## config.mk

```make
export PLATFORM = sky130hd
export DESIGN_NAME = regfile_dump_flat
export DESIGN_NICKNAME = d
export VERILOG_FILES = /design/src/rtl/regfile_dump_if.sv /design/src/rtl/regfile_dump.sv /design/src/flat_wrapper.sv
export SDC_FILE = /design/constraint.sdc
export NUM_CORES = 1
export LEC_CHECK = 0
export ABC_AREA = 1
export CORE_MARGIN = 4
export CORE_UTILIZATION = 41
export DETAILED_ROUTE_END_ITERATION = 7
export PLACE_DENSITY_LB_ADDON = 0.12
export SKIP_CTS_REPAIR_TIMING = 1
export SLEW_MARGIN = 5
export SYNTH_ARGS = -nofsm -noshare
export SYNTH_HDL_FRONTEND = slang
export SYNTH_SLANG_ARGS = --single-unit
```

## constraint.sdc

```tcl
create_clock -name clk -period 1.4 [get_ports clk]
set_input_delay 0.28 -clock clk [delete_from_list [all_inputs] [get_ports clk]]
set_output_delay 0.28 -clock clk [all_outputs]
set_load 0.05 [all_outputs]
```

## src/rtl/regfile_dump_if.sv

```systemverilog
// Beat stream from the register dumper: one (index, value) pair per handshake.
interface regfile_dump_if;
  logic        out_valid;
  logic        out_ready;
  logic [4:0]  out_idx;
  logic [63:0] out_data;

  modport master (output out_valid, out_idx, out_data, input  out_ready);
  modport slave  (input  out_valid, out_idx, out_data, output out_ready);
endinterface

```

## src/rtl/regfile_dump.sv

```systemverilog
// Walks register indices 0..LAST_REG, captures each read value into a held beat,
// and keeps a running XOR of every accepted beat.
module regfile_dump #(
  parameter int LAST_REG = 31
) (
  input  logic                  clk,
  input  logic                  reset,
  input  logic                  start,
  output logic [4:0]            ra,
  input  logic [63:0]           rd,
  regfile_dump_if.master        beat,
  output logic                  busy,
  output logic                  done,
  output logic [63:0]           checksum
);

  localparam logic [4:0] LAST = LAST_REG[4:0];

  typedef enum logic [1:0] {IDLE, FETCH, SEND, FIN} state_t;

  state_t      state, state_nxt;
  logic [4:0]  idx, idx_nxt;
  logic        vld, vld_nxt;
  logic [4:0]  oidx, oidx_nxt;
  logic [63:0] odata, odata_nxt;
  logic [63:0] sum, sum_nxt;

  always_ff @(posedge clk) begin
    if (reset) begin
      state <= IDLE;
      idx   <= '0;
      vld   <= 1'b0;
      oidx  <= '0;
      odata <= '0;
      sum   <= '0;
    end else begin
      state <= state_nxt;
      idx   <= idx_nxt;
      vld   <= vld_nxt;
      oidx  <= oidx_nxt;
      odata <= odata_nxt;
      sum   <= sum_nxt;
    end
  end

  always_comb begin
    state_nxt = state;
    idx_nxt   = idx;
    vld_nxt   = vld;
    oidx_nxt  = oidx;
    odata_nxt = odata;
    sum_nxt   = sum;
    case (state)
      IDLE: begin
        if (start) begin
          idx_nxt   = '0;
          sum_nxt   = '0;
          state_nxt = FETCH;
        end
      end
      FETCH: begin
        // rd is snapshotted here; later register-file writes cannot reach the beat
        odata_nxt = rd;
        oidx_nxt  = idx;
        vld_nxt   = 1'b1;
        state_nxt = SEND;
      end
      SEND: begin
        if (vld && beat.out_ready) begin
          sum_nxt = sum ^ odata;
          vld_nxt = 1'b0;
          if (idx == LAST) begin
            state_nxt = FIN;
          end else begin
            idx_nxt   = 5'(idx + 5'd1);
            state_nxt = FETCH;
          end
        end
      end
      FIN:     state_nxt = IDLE;
      default: state_nxt = IDLE;
    endcase
  end

  assign ra             = idx;
  assign beat.out_valid = vld;
  assign beat.out_idx   = oidx;
  assign beat.out_data  = odata;
  assign busy           = (state != IDLE);
  assign done           = (state == FIN);
  assign checksum       = sum;

  a_idx_bound: assert property (@(posedge clk) disable iff (reset) idx <= LAST);
  a_hold: assert property (@(posedge clk) disable iff (reset)
    (beat.out_valid && !beat.out_ready) |=>
      (beat.out_valid && $stable(beat.out_idx) && $stable(beat.out_data)));

endmodule

```

## src/flat_wrapper.sv

```systemverilog
// flat-port wrapper written by rule: the top's interface ports become plain ports
module regfile_dump_flat 
#(
  parameter int LAST_REG = 31
)
  (clk, reset, start, ra, rd, busy, done, checksum, beat_out_valid, beat_out_idx, beat_out_data, beat_out_ready);
  regfile_dump_if beat_i ();
  input  logic clk;
  input  logic reset;
  input  logic start;
  output logic [4:0] ra;
  input  logic [63:0] rd;
  output logic busy;
  output logic done;
  output logic [63:0] checksum;
  output wire logic [$bits(beat_i.out_valid)-1:0] beat_out_valid;
  output wire logic [$bits(beat_i.out_idx)-1:0] beat_out_idx;
  output wire logic [$bits(beat_i.out_data)-1:0] beat_out_data;
  input wire logic [$bits(beat_i.out_ready)-1:0] beat_out_ready;
  assign beat_out_valid = beat_i.out_valid;
  assign beat_out_idx = beat_i.out_idx;
  assign beat_out_data = beat_i.out_data;
  assign beat_i.out_ready = beat_out_ready;
  regfile_dump #(.LAST_REG(LAST_REG)) u_core (.clk(clk), .reset(reset), .start(start), .ra(ra), .rd(rd), .beat(beat_i), .busy(busy), .done(done), .checksum(checksum));
endmodule
```

==> results list, run 1 <==
- Setup slack of the critical path after layout: -0.0361 ns
- Footprint of the multi-input gates: 2910 um^2
- Power per standard cell area: 1330 nW/um^2
- Register area share after synthesis: 0.484
* Switching power as a share of total power: 0.344
- Summed over all nets, the half-perimeter wirelength after detailed placement is 11700 um.
- Comb power frac: 0.384
- The worst register-to-register path ends at u_core.ra[4]$_SDFFE_PP0P_.
- Total wire length after detailed routing: 19000 um
- The number of pins with negative max-slew slack in the final report was 0.
- Number of DRC markers in iteration 0: 265
* Routed via count: 5749
- After detailed routing, the average wire length per cell comes to 15.9 um.
- For this run, the share of the core covered by cells in the final layout is 0.771.
* Cell-internal power: 9350 uW
- The first detailed-routing pass ran for 4 iterations.
- Data arrives at the worst endpoint at 1.16 ns.
- Final Critical Period: 1.44 ns
* Pre-CTS setup slack: -0.263 ns
* Number of nets in the layout: 1068
* R2R setup slack: -0.03 ns
- Along the worst hold path, the cell count comes to 3.
- # DRC: 0
- Net load switching power: 4910 uW
- Setup Viol. Count Final: 10
- The floorplan step defined a die boundary enclosing 16200 um^2.
* Number of primary I/O pins: 209
- Synthesized netlist net count: 842
- The number of antenna violations at the first check in global routing was 1.
- Sinks on the clock net: 141
- Hold path startpoint: reset
* Starting Density: 0.420
- Of the total power, the clock network draws 0.272.
- Proportion of layout cells with a drive suffix above 1: 0.266
- Final worst clock skew: 0.00508 ns
- Critical Path Sink: busy
* Reg2reg path depth: 8
- Leaving out fill and tap cells, the most frequent cell in the layout is sky130_fd_sc_hd__nor2_1.
- Startpoint type of the worst setup path: register
- The Yosys step of the flow raised 0 warnings.
* Violated checks: negative setup slack
- Setup repair after global routing could not meet its margin everywhere.
* DIE HEIGHT: 127 um
- Sequential cell fraction of total power: 0.344
- Number of fill cells: 946
- Measured along the x axis, the die boundary spans 127 um.
- Number of global-route vias before repair: 5234
* Result of the run: finished with violations
* Wire length of the first global-routing pass: 26900 um
- Final non-filler cell area: 10700 um^2
- Max Clock Freq: 0.696 GHz
- Category of the most critical setup path: reg2out
- IR analysis of the VDD net gives a maximum drop of 0.939 mV.
- Final period util: 1.03
- Max clock buf depth: 2
* GPL Wtd Cong: 0.766
- Leakage power summed over all cells: 0.00390 uW
* Most frequent cells in the layout: sky130_fd_sc_hd__nor2_1, sky130_fd_sc_hd__buf_12, sky130_fd_sc_hd__nand2_1
- Relative to the synthesized area, the layout overhead comes to 83.7%.
* Total power after layout: 14300 uW
- Measured against its own limit, the worst slew margin works out to 0.746.
- The tool flagged a number of max-cap violations equal to 0.
* CTS buffer count: 17
* Max H-tree Level: 4
- Rows: 43
- Hold crit path type: in2reg
* CTS tree: built
* Mean post-synth cell area: 7.55 um^2
* Maximum net fanout on the critical path: 6
- Summed instance area of the synthesized netlist: 5830 um^2
* Global routing usage summed across all routing layers: 0.209
* Capturing element type of the critical path: primary output
* Area of placed instances: 9690 um^2
- In this run the clock root is driven by a sky130_fd_sc_hd__clkbuf_16.
* Number of library cell types mapped by synthesis: 19
- In this run the critical register-to-register path is launched from u_core.ra[1]$_SDFFE_PP0P_.
- Via/cell ratio: 4.83
- Largest net degree at the start of global routing: 67
- Number of instances in the synthesized netlist: 772
- Summed over all layers, the global routing overflow is 0.
- The final number of hold-violating endpoints was 0.
* Slew at the pin with the worst max-slew slack: 0.381 ns
- Tracing the worst setup path back leads to its startpoint at u_core.state[0]$_SDFFE_PP0P_.
- Registers take 2840 um^2.
- Counting flops and latches in the post-synthesis netlist gives 141.
* Core area: 13900 um^2
- CTS clock-pin slew for the worst setup and hold paths: 0.05 ns
- Port buffering added 208 buffers.
- Data on the critical path is required at its endpoint by 1.12 ns.
* DRT antenna net count: 0
- Clock latency on the worst-skew pair, taken at its later pin, is 0.42 ns.
[per-layer routing]
| layer | GRT usage | up-vias | share of wire |
|---|---|---|---|
| li1 | - | 2900 | - |
| met1 | 0.253 | 2668 | 0.41 |
| met2 | 0.340 | 154 | 0.50 |
| met3 | 0.0740 | 27 | 0.076 |
| met4 | 0.0801 | 0 | 0.017 |
| met5 | 0 | - | 0 |
[registers in the layout (all words and copies together), names as in the netlist]
register               cells
u_core.beat.out_data      64
u_core.beat.out_idx        5
u_core.beat.out_valid      1
u_core.checksum           64
u_core.ra                  5
u_core.state               2
[logic make-up after synthesis]
| logic type | after synthesis | share of synthesized area |
|---|---|---|
| AND/OR/NAND/NOR | 356 | 0.234 |
| adder cells (fa/ha/maj) | 2 | 0.00429 |
| AO/OA/AOI/OAI | 148 | 0.129 |
| flip-flops | 141 | 0.484 |
| buffers and inverters | 61 | 0.0517 |
| XOR/XNOR | 64 | 0.0962 |
[worst min-delay path by stage]
stage | endpoint
CTS | u_core.state[0]$_SDFFE_PP0P_
global route | u_core.checksum[40]$_SDFFE_PP0P_
floorplan | u_core.beat.out_valid$_SDFFE_PP0P_
finish | u_core.state[0]$_SDFFE_PP0P_
detailed placement | u_core.checksum[4]$_SDFFE_PP0P_
global placement | u_core.beat.out_idx[2]$_SDFFE_PP0P_
[worst max-delay path, stage by stage, from the launching register on]
cell and delay [ns]:
sky130_fd_sc_hd__dfxtp_4 0.36, sky130_fd_sc_hd__inv_4 0.11, sky130_fd_sc_hd__nand2_1 0.11, sky130_fd_sc_hd__buf_12 0.16
[area by class of cell]
| cell class | count | share of cell area |
|---|---|---|
| Timing Repair Buffer | 256 | 0.391 |
| Multi-Input combinational cell | 571 | 0.272 |
| Sequential cell | 141 | 0.265 |
| Clock buffer | 28 | 0.0454 |
| Tap cell | 180 | 0.0210 |
| Inverter | 11 | 0.00432 |
| Clock inverter | 2 | 0.000935 |
| Antenna cell | 1 | 0.000234 |
[stage by stage]
step,setup TNS (ns),hold slack (ns),cells
after floorplan,-0.0963,0.363,772
after global placement,-12.86,0.513,1141
after detailed placement,-15.38,0.517,1141
after CTS,-0.596,0.356,1171
after global routing,-1.52,0.383,1190
final,-0.151,0.380,1190
[power by group through the flow]
stage	clock network [uW]	logic (uW)	registers, uW
final	3880	5470	4900
after detailed placement	0	4850	4980
after CTS	3950	4870	4900
after global placement	0	4820	4970
after global routing	4120	5760	4950
after floorplan	0	1460	5970
[Yosys cell counts (all sizes together)]
| master | count | share of area |
|---|---|---|
| xnor2 | 64 | 0.096 |
| inv | 11 | 0.0071 |
| clkbuf | 22 | 0.014 |
| dfxtp | 141 | 0.48 |
| nand4 | 2 | 0.0021 |
| ha | 2 | 0.0043 |
| nor2 | 204 | 0.13 |
| nand3 | 4 | 0.0034 |
| a21oi | 76 | 0.067 |
| a31oi | 1 | 0.0011 |
| buf | 28 | 0.030 |
| o21ai | 71 | 0.061 |
| nand2 | 146 | 0.094 |
Power figures use the tool's default switching activity.
==> run 2: changes to the inputs <==
--- a/config.mk
+++ b/config.mk
@@ -5,9 +5,9 @@
 export SDC_FILE = /design/constraint.sdc
 export NUM_CORES = 1
 export LEC_CHECK = 0
-export ABC_AREA = 1
 export CORE_MARGIN = 4
-export CORE_UTILIZATION = 41
+export CORE_UTILIZATION = 42
+export CTS_CLUSTER_DIAMETER = 200
 export DETAILED_ROUTE_END_ITERATION = 7
 export PLACE_DENSITY_LB_ADDON = 0.12
 export SKIP_CTS_REPAIR_TIMING = 1
==> results list, run 2 <==
- Setup slack of the critical path after layout: -0.272 ns
- Worst-skew pair later-pin latency: 0.42 ns
* Starting Density: 0.429
- Clock tree synthesis inserted a total of 17 buffers.
* Core area: 15200 um^2
- Maximum net fanout on the critical path: 17
* Proportion of layout cells with a drive suffix above 1: 0.511
- The number of pins with negative max-slew slack in the final report is 0.
- The die covers 17600 um^2.
- Antenna Cells: 0
- Startpoint type of the worst setup path: register
* Leading post-synthesis cells by instance count: sky130_fd_sc_hd__dfxtp_1, sky130_fd_sc_hd__nand2_1, sky130_fd_sc_hd__a21oi_1, sky130_fd_sc_hd__mux2i_1, sky130_fd_sc_hd__nand3b_1
* Setup Viol. Count Final: 123
- Number of synthesized register bits: 141
- Max Clock Freq: 0.598 GHz
* Most used flip-flop cell after synthesis: sky130_fd_sc_hd__dfxtp_1
- After clock tree synthesis, the clock-pin slew on the worst setup and hold paths is 0.06 ns.
- Via/cell ratio: 5.54
- Global routing usage summed across all routing layers: 0.211
- Yosys top cell by area: sky130_fd_sc_hd__dfxtp_1
* EDFF count, synth: 0
- In the final routed layout, each cell accounts on average for 22.0 um.
- Number of primary I/O pins: 209
* Peak ir drop on the vdd network: 0.816 mV
* Largest net degree at the start of global routing: 59
* Port Buf Inserts: 208
* Area growth syn-to-layout: 97.1%
- The analysis attributes to cell leakage a power of 0.00484 uW.
* Yosys Warn Count: 0
- The congestion estimate from routability-driven global placement came to 0.790.
- Result of the run: finished with violations
- Number of antenna violations at the first check in global routing: 1
* Slew at the pin with the worst max-slew slack: 0.318 ns
* # DRC: 0
* Final worst clock skew: 0.00733 ns
* Slew Limit Headroom: 0.786
* Wire length of the first global-routing pass: 30600 um
- The via count of the first global-routing pass came to 5993.
- Max-capacitance violation count: 0
- Final Critical Period: 1.67 ns
- The floorplan step set the die width to 133 um.
- Excluding fillers, the count of instances in the completed layout stands at 1164.
* CP required: 1.72 ns
- Max clock buf depth: 2
- Number of DRC markers in iteration 0: 406
- Power per standard cell area: 903 nW/um^2
- Mean post-synth cell area: 9.19 um^2
- Leaving out fill and tap cells, the most frequent cell in the layout is sky130_fd_sc_hd__buf_12.
- The cell area that synthesis handed to floorplanning was 6520 um^2.
- The share of the Yosys chip area taken by registers is 0.433.
- In this run, placement finished with an instance count of 1078.
- Master cell of the clock root buffer: sky130_fd_sc_hd__clkbuf_16
- Category of the most critical setup path: reg2reg
- DIE HEIGHT: 133 um
- Prior to clock tree synthesis, the placed netlist has a worst setup slack of -0.680 ns.
- Of the post-synthesis cell area, the dominant cell type holds 0.433.
- The net count of the finished layout is 1034.
* Unrepaired setup endpoints after global routing: true
- Synthesis produced a netlist with a net count of 779.
- The final number of hold-violating endpoints is 0.
- Max H-tree Level: 4
* Final period util: 1.19
- Detailed placement HPWL: 13700 um
- DRT antenna net count: 0
- In the synthesized netlist, the number of instances is 709.
- Hold crit path type: in2reg
- The netlist uses 32 different library cells.
- The tree built by TritonCTS fans out to 141 sinks.
* Global-route congestion overflow total: 0
- Summed over all layers, the routed wires come to 25600 um.
* Critical path data arrival time: 2.00 ns
- In this run the core area contains 45 standard-cell rows.
* Routed via count: 6452
* Capturing element type of the critical path: register
* CTS tree: built
- Most repeated cell in the gate-level netlist after synthesis: sky130_fd_sc_hd__dfxtp_1
- Synth top area cells: sky130_fd_sc_hd__dfxtp_1, sky130_fd_sc_hd__mux2i_1, sky130_fd_sc_hd__nand2_1
* Most frequent cells in the layout: sky130_fd_sc_hd__buf_12, sky130_fd_sc_hd__dfxtp_1, sky130_fd_sc_hd__nand2_1
- In the synthesized netlist the async set-or-reset flop fraction comes to 0.
- Before antenna repair, the detailed router went through 5 iterations.
- Violated checks: negative setup slack
run 2: cell count changes after synthesis, sizes merged, moves of 3 or more:
cell,delta
mux2i,+64
nand4b,+5
o21ai,-68
clkbuf,+23
a21boi,+64
or3b,+65
inv,-10
nand2b,+5
nor2,-203
nand2,-7
a21oi,-3
nand3b,+64
buf,-5
xnor2,-64
run 2: path summary, 6_finish.rpt:
path | startpoint | endpoint | slack (ns) | cells past startpoint
hold reg to reg | u_core.beat.out_data[42]$_SDFFE_PP0P_ | u_core.beat.out_data[42]$_SDFFE_PP0P_ | 0.50 | 2
hold / removal | reset | u_core.beat.out_data[6]$_SDFFE_PP0P_ | 0.17 | 2
setup reg to reg | u_core.state[0]$_SDFFE_PP0P_ | u_core.checksum[6]$_SDFFE_PP0P_ | -0.27 | 6
setup / recovery | u_core.state[0]$_SDFFE_PP0P_ | u_core.checksum[6]$_SDFFE_PP0P_ | -0.27 | 6
run 2: kinds of logic after synthesis:
logic type,count (synthesis),synth area share
fa+ha+maj,2,0.00384
simple gates,288,0.262
flops,141,0.433
buf+inv,69,0.0595
compound gates,145,0.143
mux,64,0.0983
run 2: final cells by class:
class / count / area (um^2)
repair buffers: 303 / 4940
multi-input cells: 500 / 4290
flip-flops and latches: 141 / 2840
fillers: 762 / 2350
clock buffers: 25 / 507
well taps: 188 / 235
clock inverters: 6 / 33.8
inverters: 1 / 3.75
run 2: report_power, final:
group          internal [uW]  leakage [uW]  switching [uW]  total (uW)
logic                   1620       0.00342            1490        3110
clock network           2490      0.000272            1670        4160
registers               4150       0.00115             188        4330
run 2: per-stage QoR:
step           utilization  setup TNS (ns)  hold slack, ns  total power (uW)  cell area [um^2]
2_1_floorplan            -           -6.07           0.366              5620              6790
3_3_place_gp         0.698          -33.32           0.482              6560             10600
3_5_place_dp         0.698          -37.73           0.493              6620             10600
4_1_cts              0.734          -10.62           0.163             10700             11200
5_1_grt              0.845          -21.29           0.165             12000             12800
6_report             0.845          -15.43           0.175             11600             12800
run 2: worst max-delay path, stage by stage (launching register included):
cell and delay, ns:
sky130_fd_sc_hd__dfxtp_2 0.35, sky130_fd_sc_hd__buf_6 0.11, sky130_fd_sc_hd__nand4b_1 0.29, sky130_fd_sc_hd__buf_4 0.24, sky130_fd_sc_hd__buf_12 0.16, sky130_fd_sc_hd__a21boi_2 0.16, sky130_fd_sc_hd__mux2i_1 0.26
run 2: per-layer routing:
metal / track usage / wire length (um)
met2: 0.364 / 13000
met5: 0 / 7
met3: 0.0684 / 1310
met4: 0.0681 / 637
met1: 0.249 / 10600
==> run 3: changes to the inputs <==
--- a/config.mk
+++ b/config.mk
@@ -5,11 +5,11 @@
 export SDC_FILE = /design/constraint.sdc
 export NUM_CORES = 1
 export LEC_CHECK = 0
-export CORE_MARGIN = 4
 export CORE_UTILIZATION = 42
 export CTS_CLUSTER_DIAMETER = 200
 export DETAILED_ROUTE_END_ITERATION = 7
-export PLACE_DENSITY_LB_ADDON = 0.12
+export PLACE_DENSITY_LB_ADDON = 0.08
+export REMOVE_ABC_BUFFERS = 1
 export SKIP_CTS_REPAIR_TIMING = 1
 export SLEW_MARGIN = 5
 export SYNTH_ARGS = -nofsm -noshare
==> results list, run 3 (same netlist as run 2, synthesis figures left out) <==
- The run finished, with violations left.
* Violated checks: negative setup slack
* Antenna Cells: 0
- Once placement finished, the instance area stood at 10200 um^2.
- Leaving out fill and tap cells, the most frequent cell in the layout is sky130_fd_sc_hd__buf_12.
- DRT antenna net count: 0
- Leakage power summed over all cells: 0.00403 uW
- Compared with the post-synthesis result, the final layout area differs by 73.1%.
- Unrepaired setup endpoints after global routing: true
* Die Wd: 127 um
* CP required: 1.12 ns
- Routed wire length per instance: 18.2 um
* Category of the most critical setup path: reg2out
* Drt pass-1 iters: 5
- Traced cell by cell, the critical path runs through buf_6 -> buf_6 -> or2_4 -> buf_8.
- DIE HEIGHT: 127 um
- The largest individual stage delay along the critical path comes from the cell sky130_fd_sc_hd__dfxtp_2.
* Via/cell ratio: 5.34
- In the final design database the tool counted 984 nets.
* Critical path data arrival time: 1.37 ns
* Routed via count: 5948
- The design draws 10800 uW.
* Setup Viol. Count Final: 72
- Among the stages of the critical path, the cell type that occurs most often is sky130_fd_sc_hd__buf_6.
- VDD sags by at most 0.916 mV.
- Die Area: 16000 um^2
- The worst hold path belongs to the class in2reg.
* Total wire length after detailed routing: 20300 um
- Sinks on the clock net: 141
- Max Clock Freq: 0.605 GHz
- On the final layout, the worst clock skew is 0.00728 ns.
- The initial utilization of the core area, before any placement, comes to 0.429.
- Slew at the pin with the worst max-slew slack: 0.433 ns
- Entering global routing, the biggest net connects 102 pins.
- Cell count after placement: 1067
- After detailed routing, the met3 layer carries 1230 um of wire.
* CP max stage delay: 0.35 ns
- Most frequent cells in the layout: sky130_fd_sc_hd__buf_12, sky130_fd_sc_hd__nand2_1, sky130_fd_sc_hd__dfxtp_1
- In the final timing run, aggregate negative setup slack is -11.85 ns.
- Highest signal layer in the routed design: met4
- For this design the ratio of total power to cell area is 954 nW/um^2.
* DRT met1 WL: 8350 um
* Max clock buf depth: 2
- Proportion of layout cells with a drive suffix above 1: 0.362
- The worst setup path is launched from a register.
- Number of pins with negative max-slew slack in the final report: 0
* Wire length of the first global-routing pass: 28100 um
- Number of global-route vias before repair: 5713
- Worst-skew pair later-pin latency: 0.42 ns
* Final non-filler cell area: 11300 um^2
- Setup slack of the critical path after layout: -0.254 ns
* Max H-tree Level: 4
- Port Buf Inserts: 208
- Count of buffer and inverter cells on the critical path: 3
- For the finished layout, the period the worst path requires is 1.65 ns.
* Core area: 15200 um^2
- Counting the buffers created by CTS gives 17.
- Of the available clock period, the critical path in the final layout requires 1.18.
- Max-cap violations in this run came to 0.
- Summed over all nets, wire length on met2 after detailed routing comes to 10300 um.
- Summed over all layers, the global routing overflow is 0.
- Rows: 45
- CTS tree: built
* Final Hold Violating Endpoints: 0
- Pre-CTS setup slack: -0.698 ns
* GPL Wtd Cong: 0.821
* Number of primary I/O pins: 209
- After legalization and detailed placement, the total HPWL measured 12000 um.
- Clock-pin slew was measured on the worst setup and hold paths at 0.06 ns.
* Final Non-Filler Cells: 1114
- For this run, the total global-route usage over all layers was measured as 0.221.
- The tree is rooted in a sky130_fd_sc_hd__clkbuf_16.
* Kind of cell with the highest combined delay on the critical path: buffers and inverters
- Maximum net fanout on the critical path: 4
* Capturing element type of the critical path: primary output
* Number of DRC markers in iteration 0: 265
- In the routed design, unresolved DRC markers number 0.
* Slew Limit Headroom: 0.711
- Number of antenna violations at the first check in global routing: 0
-- run 3: cell types whose count changed in the layout (fill, tap and decap cells not counted), moves of 37 or more --
cell | previous run | this run
sky130_fd_sc_hd__a21oi_1 | 21 | 64
sky130_fd_sc_hd__a21oi_2 | 52 | 9
sky130_fd_sc_hd__nand2_4 | 41 | 0
sky130_fd_sc_hd__nand2_1 | 90 | 139
sky130_fd_sc_hd__or3b_4 | 38 | 1
sky130_fd_sc_hd__or3b_2 | 15 | 52
-- run 3: worst paths after layout --
kind | endpoint | slack [ns] | cells past startpoint | from
worst max-delay path | busy | -0.25 | 4 | u_core.state[0]$_SDFFE_PP0P_
worst min-delay path | u_core.beat.out_data[10]$_SDFFE_PP0P_ | 0.34 | 3 | reset
worst max register to register | u_core.checksum[19]$_SDFFE_PP0P_ | -0.25 | 4 | u_core.state[0]$_SDFFE_PP0P_
worst min register to register | u_core.beat.out_idx[1]$_SDFFE_PP0P_ | 0.50 | 2 | u_core.beat.out_idx[1]$_SDFFE_PP0P_
-- run 3: layer usage --
layer	vias to the layer above	global-route usage
met5	-	0
li1	2866	-
met3	25	0.0793
met2	172	0.382
met4	0	0.0808
met1	2885	0.249
-- run 3: cell type report --
class                      instances  area [um^2]
clock buffer                      24          482
clock inverter                     7         40.0
fill                            1046         3920
inverter                           1         3.75
multi-input combinational        500         3550
sequential                       141         2830
tap                              188          235
timing repair buffer             253         4150
-- run 3: metrics by stage --
stage / utilization / hold WS [ns]
after floorplan: - / 0.349
after global placement: 0.672 / 0.484
after detailed placement: 0.672 / 0.491
after CTS: 0.706 / 0.327
after global routing: 0.742 / 0.344
final: 0.742 / 0.345
-- run 3: worst reg2reg max path, stage by stage, from the launching register on --
cell                        delay [ns]
sky130_fd_sc_hd__dfxtp_2          0.38
sky130_fd_sc_hd__or3b_4           0.33
sky130_fd_sc_hd__clkbuf_16        0.28
sky130_fd_sc_hd__or3b_2           0.46
sky130_fd_sc_hd__mux2i_1          0.14
-- run 3: power by group --
part / switching (uW) / internal (uW)
clock network: 1660 / 2380
registers: 178 / 4150
logic: 1190 / 1210
